### src/rtl/hazard_pkg.sv
// Shared definitions for the scoreboard-style hazard tracker: default widths,
// the hard-wired zero register and the default-width pipeline entry layout.
package hazard_pkg;

  localparam int DEF_DEPTH  = 3;
  localparam int DEF_TNEW_W = 2;
  localparam int DEF_REG_W  = 5;
  localparam int DEF_CNT_W  = 16;

  localparam logic [DEF_REG_W-1:0] REG_ZERO = '0;

  // Entry layout at the default widths; the tracker builds the same layout
  // at its own parameter widths.
  typedef struct packed {
    logic                  valid;
    logic                  wen;
    logic [DEF_REG_W-1:0]  dst;
    logic [DEF_TNEW_W-1:0] tnew;
  } entry_t;

endpackage

### src/rtl/hazard_match.sv
// Compares one D-stage source against every tracked entry; the youngest
// matching producer decides both the stall request and the forwarding select.
module hazard_match
  import hazard_pkg::*;
#(
  parameter int DEPTH  = DEF_DEPTH,
  parameter int TNEW_W = DEF_TNEW_W,
  parameter int REG_W  = DEF_REG_W,
  parameter int SEL_W  = $clog2(DEPTH + 1)
) (
  input  logic                         used_i,
  input  logic [REG_W-1:0]             reg_i,
  input  logic [TNEW_W-1:0]            tuse_i,
  input  logic [DEPTH-1:0]             valid_i,
  input  logic [DEPTH-1:0]             wen_i,
  input  logic [DEPTH-1:0][REG_W-1:0]  dst_i,
  input  logic [DEPTH-1:0][TNEW_W-1:0] tnew_i,
  output logic                         stall_o,
  output logic [SEL_W-1:0]             sel_o
);

  logic [DEPTH-1:0] hit;

  // NOTE: every always_comb output gets a default first so no path can infer a latch.
  always_comb begin
    hit = '0;
    for (int i = 0; i < DEPTH; i++) begin
      hit[i] = used_i && (reg_i != REG_W'(REG_ZERO)) &&
               valid_i[i] && wen_i[i] && (dst_i[i] == reg_i);
    end
  end

  // Scan oldest to youngest so the lowest-index hit is the one that sticks.
  always_comb begin
    stall_o = 1'b0;
    sel_o   = '0;
    for (int i = DEPTH - 1; i >= 0; i--) begin
      if (hit[i]) begin
        stall_o = tnew_i[i] > tuse_i;
        sel_o   = SEL_W'(i + 1);
      end
    end
  end

endmodule

### src/rtl/hazard_tracker.sv
// Tracks in-flight producers behind D, raises a load-use style stall and
// selects forwarding sources for rs/rt; counts stall cycles with saturation.
module hazard_tracker
  import hazard_pkg::*;
#(
  parameter  int DEPTH  = DEF_DEPTH,
  parameter  int TNEW_W = DEF_TNEW_W,
  parameter  int REG_W  = DEF_REG_W,
  parameter  int CNT_W  = DEF_CNT_W,
  localparam int SEL_W  = $clog2(DEPTH + 1)
) (
  input  logic              clk,
  input  logic              reset,
  input  logic              d_valid,
  input  logic [REG_W-1:0]  d_rs,
  input  logic [REG_W-1:0]  d_rt,
  input  logic              d_rs_used,
  input  logic              d_rt_used,
  input  logic [TNEW_W-1:0] d_rs_tuse,
  input  logic [TNEW_W-1:0] d_rt_tuse,
  input  logic [REG_W-1:0]  d_dst,
  input  logic              d_wen,
  input  logic [TNEW_W-1:0] d_tnew,
  input  logic              flush,
  output logic              stall,
  output logic [SEL_W-1:0]  fwd_rs_sel,
  output logic [SEL_W-1:0]  fwd_rt_sel,
  output logic [CNT_W-1:0]  stall_cnt
);

  typedef struct packed {
    logic              valid;
    logic              wen;
    logic [REG_W-1:0]  dst;
    logic [TNEW_W-1:0] tnew;
  } stage_t;

  stage_t [DEPTH-1:0] pipe_q, pipe_d;
  logic   [CNT_W-1:0] cnt_q, cnt_d;

  logic [DEPTH-1:0]             valid_v, wen_v;
  logic [DEPTH-1:0][REG_W-1:0]  dst_v;
  logic [DEPTH-1:0][TNEW_W-1:0] tnew_v;
  logic                         stall_rs, stall_rt;

  always_comb begin
    for (int i = 0; i < DEPTH; i++) begin
      valid_v[i] = pipe_q[i].valid;
      wen_v[i]   = pipe_q[i].wen;
      dst_v[i]   = pipe_q[i].dst;
      tnew_v[i]  = pipe_q[i].tnew;
    end
  end

  hazard_match #(.DEPTH(DEPTH), .TNEW_W(TNEW_W), .REG_W(REG_W), .SEL_W(SEL_W)) u_match_rs (
    .used_i (d_rs_used),
    .reg_i  (d_rs),
    .tuse_i (d_rs_tuse),
    .valid_i(valid_v),
    .wen_i  (wen_v),
    .dst_i  (dst_v),
    .tnew_i (tnew_v),
    .stall_o(stall_rs),
    .sel_o  (fwd_rs_sel)
  );

  hazard_match #(.DEPTH(DEPTH), .TNEW_W(TNEW_W), .REG_W(REG_W), .SEL_W(SEL_W)) u_match_rt (
    .used_i (d_rt_used),
    .reg_i  (d_rt),
    .tuse_i (d_rt_tuse),
    .valid_i(valid_v),
    .wen_i  (wen_v),
    .dst_i  (dst_v),
    .tnew_i (tnew_v),
    .stall_o(stall_rt),
    .sel_o  (fwd_rt_sel)
  );

  assign stall     = d_valid & (stall_rs | stall_rt);
  assign stall_cnt = cnt_q;

  // A stalled or flushed D slot enters E as a bubble; older entries age by one.
  always_comb begin
    pipe_d    = '0;
    if (d_valid && !stall && !flush) begin
      pipe_d[0].valid = 1'b1;
      pipe_d[0].wen   = d_wen;
      pipe_d[0].dst   = d_dst;
      pipe_d[0].tnew  = d_tnew;
    end
    for (int i = 1; i < DEPTH; i++) begin
      pipe_d[i]      = pipe_q[i-1];
      pipe_d[i].tnew = (pipe_q[i-1].tnew != '0) ? pipe_q[i-1].tnew - TNEW_W'(1) : '0;
    end
    cnt_d = (stall && (cnt_q != '1)) ? cnt_q + CNT_W'(1) : cnt_q;
  end

  // NOTE: sequential state uses non-blocking assignments only; the small
  // entry array is reset too, since a stale valid bit would fake a hazard.
  always_ff @(posedge clk or posedge reset) begin
    if (reset) begin
      pipe_q <= '0;
      cnt_q  <= '0;
    end else begin
      pipe_q <= pipe_d;
      cnt_q  <= cnt_d;
    end
  end

endmodule

### config.mk
export PLATFORM = sky130hd
export DESIGN_NAME = hazard_tracker
export DESIGN_NICKNAME = d
export VERILOG_FILES = /design/src/rtl/hazard_pkg.sv /design/src/rtl/hazard_match.sv /design/src/rtl/hazard_tracker.sv
export SDC_FILE = /design/constraint.sdc
export NUM_CORES = 1
export LEC_CHECK = 0
export BUFFER_PORTS_ARGS = -buffer_cell sky130_fd_sc_hd__buf_2
export CORE_MARGIN = 1.5
export CORE_UTILIZATION = 45
export CTS_CLUSTER_DIAMETER = 30
export DETAILED_ROUTE_END_ITERATION = 8
export GPL_TIMING_DRIVEN = 0
export PLACE_DENSITY = 0.68
export SYNTH_ARGS = -nofsm -noshare
export SYNTH_HDL_FRONTEND = slang
export SYNTH_HIERARCHICAL = 1
export SYNTH_SLANG_ARGS = --single-unit
export TNS_END_PERCENT = 1
### constraint.sdc
create_clock -name clk -period 4.1 [get_ports clk]
set_clock_uncertainty 0.2 [all_clocks]
set_input_delay 0.82 -clock clk [delete_from_list [all_inputs] [get_ports clk]]
set_output_delay 0.82 -clock clk [all_outputs]
set_load 0.02 [all_outputs]
==> reports/results.env <==
FINAL_ANTENNA_NET_COUNT=0
POST_ROUTE_CELLS_DRIVE_ABOVE_1_SHARE_PCT=27.3
SYNTH_TOP_CELLS_BY_AREA='dfrtp_1 (46%), xnor2_1 (11%), ha_1 (6.9%)'
POWER_DENSITY_mW_PER_MM2=323
SYNTHADDERAREAFRAC_PCT=6.92
PIN_COUNT=49
FILLCELL_TOTAL=499
WIRE_LENGTH_OF_THE_FIRST_GLOBAL_ROUTING_PASS_UM=7630
START_KIND='input pin'
CLOCK-SINKS=43
FINALCRITICALPERIOD_NS=3.82
MAPPEDNETLISTAREA_MM2=0.00235
CTS_SETUP_BUFFERS=0
CRIT_TYPE='in -> out'
AREA.GROWTH.SYNTH_TO_FINAL_PCT=19.6
SLEW-LIMIT-HEADROOM_PCT=25.8
FINAL_HOLD_VIOL_COUNT=0
ALL_LAYER_GR_USAGE_PCT=18.4
DIEAREA_MM2=0.00566
SYNTH_SEQ_CELLS=43
GRT_START_MAX_NET_PINS=44
CTS_HOLD_BUFFERS=0
HOLD-PATH-ENDPOINT='pipe_q[25]'
WORSTPATHREQUIRED_NS=3.08
ROWS=26
DIE_WIDTH_UM=75.3
ASYNCSETRESETFLOPFRACSYNTH_PCT=100
LEAKAGEPOWER_nW=1.41
FF2FF_SETUP_SLACK_NS=0.87
FIRST_GLOBAL_VIAS=1710
TIGHTESTPINTRANSITION_NS=1.10
ROUTED_VIA_DENSITY=5.00
SYNTHMUXAREASHARE_PCT=0.639
CLK_PATH_BUF_DEPTH=2
DIE-HEIGHT_UM=75.3
RR_STARTPOINT='dst_v[7]'
SYNTH_SEQUENTIAL_AREA_RATIO_PCT=45.8
HOLD_PATH_CLASS='reg -> reg'
SETUP.WORST_PATH.END_CLASS='output port'
STDCELL_COUNT=341
SYNTH_COMPOUND_AREA_SHARE_PCT=6.07
INSERTEDDIODECOUNT=0
CAP_VIOLATIONS=0
POST_SYNTH_EDFFS=0
CTS.REPAIR.RESIZED=0
MULTIINPUTGATEAREA_MM2=0.00119
CLOCK_INSERTION_DELAY_WORST_SKEW_NS=0.29
POST-ROUTE-PERIOD-UTIL_PCT=93.1
IR_DROP_uV=206
NETS=311
GRT_ANTENNA_BEFORE_REPAIR=0
MAX_CLOCK_FREQ_MHz=262
SYN-INSTANCE-COUNT=215
AVGSYNTHCELLAREA_UM2=10.9
ROUTE.DETAILED.DRC=0
FP.COREAREA_MM2=0.00507
CRITICAL_PATH_ARRIVAL_NS=2.80
DETAILED_PLACE_HPWL_UM=3480
SYNTH_TOP_FAMILY_BY_AREA='simple AND/OR/NAND/NOR gates'
WL_UM=4520
DETAIL_ROUTE.FIRST_PASS.ITERATIONS=4
FINALSETUPVIOLATIONS=0
SYNTH_XOR_AREA_SHARE_PCT=16.4
YOSYSWARNINGCOUNT=6
WORSTREG2REGEND='stall_cnt[15]'
WIRE_PER_INST_UM=13.3
SYNTH_TOP_AREA_SHARE_PCT=45.8
CRIT_FANOUT=8
CLKTRANSATPATHREGS_NS=0.08
PLACED_CELLS_INCL_TAPS=333
CTS_BUFFERS=5
CTS_HTREE_LEVELS=2
OUTCOME='finished, final reports clean'
TRITONCTS_CLOCK_TREE='done'
WORSTHOLDSTART='pipe_d[25]'
GRT-OVFL-TOTAL=0
FINALHOLDWORSTSLACK_NS=0.212
GP_CONGESTION=0.842
SYNTH_CELL_TYPES=39
PORT_BUFFERS=48
SYNTH-MAIN-FF-CELL='dfrtp_1'
POST_SYN_NETS=256
VIAS=1705
SETUP_TOTAL_NEGATIVE_SLACK_NS=0
CLOCKROOTBUFFER='clkbuf_8'
REG2REG_DEPTH=10
YOSYS.AREA.TOP_TYPE='dfrtp_1'
RSZ_0062_RAISED_AFTER_GLOBAL_ROUTING='no'
SEQUENTIAL_CELL_AREA_MM2=0.00108
SYNTH_AREA_IN_SIMPLE_GATES_PCT=20.5
POST-LAYOUT-TOTAL-POWER_mW=0.907
WORST_HOLD_PATH.NUM_CELLS=0
DRTITER0DRC=105
INITIAL_UTILIZATION_PCT=46.3
SLEW_VIOLATIONS=0
[where the power goes]
group / internal [mW] / switching, mW / leakage [nW] / total (mW)
logic: 0.0378 / 0.0413 / 0.756 / 0.0791
clock network: 0.243 / 0.141 / 0.0654 / 0.384
registers: 0.434 / 0.00956 / 0.587 / 0.443
total: 0.715 / 0.192 / 1.41 / 0.907
[worst max-delay path, stage by stage]
cell and delay (ns):
buf_2 0.14, or4_1 0.54, o21ai_2 0.18, or3_2 0.16
nand3b_1 0.11, a31oi_1 0.12, o21ai_1 0.47, inv_1 0.07
buf_2 0.17
[cell usage after synthesis, types with 3 or more instances]
cell     instances
nand2_1          3
ha_1            13
and2_1          10
nor3_1           6
nand4_1          8
nor2_1           3
or3_2            4
inv_1           18
dfrtp_1         43
xnor2_1         30
xor2_1          14
nor4_1           4
nand3_1         12
a21oi_1         10
[per-layer routing]
layer / up-vias / GRT usage (%) / share of wire, %
met2: 40 / 29.7 / 47
li1: 860 / - / -
met1: 796 / 23.3 / 46
met3: 9 / 4.82 / 5.7
met5: - / 0 / 0
met4: 0 / 8.53 / 2.0
[state kept, by name, summed over array words and instances (netlist names)]
register,cells
dst_v,15
pipe_d,4
pipe_q,8
stall_cnt,16
[layout by cell type (no fill, tap or decap), types with 2 or more instances in the layout]
cell,n
nor4_1,4
nor4b_2,2
and2_1,10
nand3_1,12
o21ai_2,2
dfrtp_1,43
nor3_1,6
inv_1,17
a21boi_0,2
and3_1,2
a211o_1,2
nand4_1,8
clkbuf_8,5
buf_2,48
or3_4,2
a21oi_1,10
or4_1,2
nand2_1,3
nor2b_1,2
xor2_1,14
xnor2_1,30
nand3b_1,2
o31ai_1,2
nor2_1,3
o21ai_0,2
ha_1,13
bufinv_16,2
a31oi_1,2
or3_2,4
[stage by stage]
step	utilization, %	cell area, um^2	setup WS, ns
after floorplan	-	2350	0.703
after detailed placement	52.8	2680	0.276
final	55.4	2810	0.285
after global routing	55.4	2810	0.0137
after global placement	52.8	2680	0.252
after CTS	55.4	2810	0.263
[final cells by class]
| class | instances | share of cell area, % |
|---|---|---|
| plain buffers | 2 | 0.668 |
| clock buffers | 6 | 2.58 |
| clock inverters | 2 | 2.14 |
| inverters | 18 | 2.40 |
| multi-input cells | 152 | 42.3 |
| flip-flops and latches | 43 | 38.3 |
| well taps | 70 | 3.12 |
| repair buffers | 48 | 8.55 |
[logic make-up (layout without fill, tap and decap cells)]
| family | Yosys count | after routing |
|---|---|---|
| AND/OR/NAND/NOR | 71 | 71 |
| buffers and inverters | 20 | 76 |
| XOR/XNOR | 44 | 44 |
| multiplexers | 1 | 1 |
| adder cells (fa/ha/maj) | 13 | 13 |
| flip-flops | 43 | 43 |
| AO/OA/AOI/OAI | 23 | 23 |
[worst max-delay path by stage]
stage / from / endpoint / slack, ns
after floorplan: d_rt[1] / stall / 0.70
after detailed placement: d_rt[1] / stall / 0.28
after CTS: d_rs[1] / stall / 0.26
after global routing: d_rs[1] / stall / 0.01
after global placement: d_rt[1] / stall / 0.25
final: d_rs[1] / stall / 0.28
Note: power is estimated with default switching activity, not from simulation.
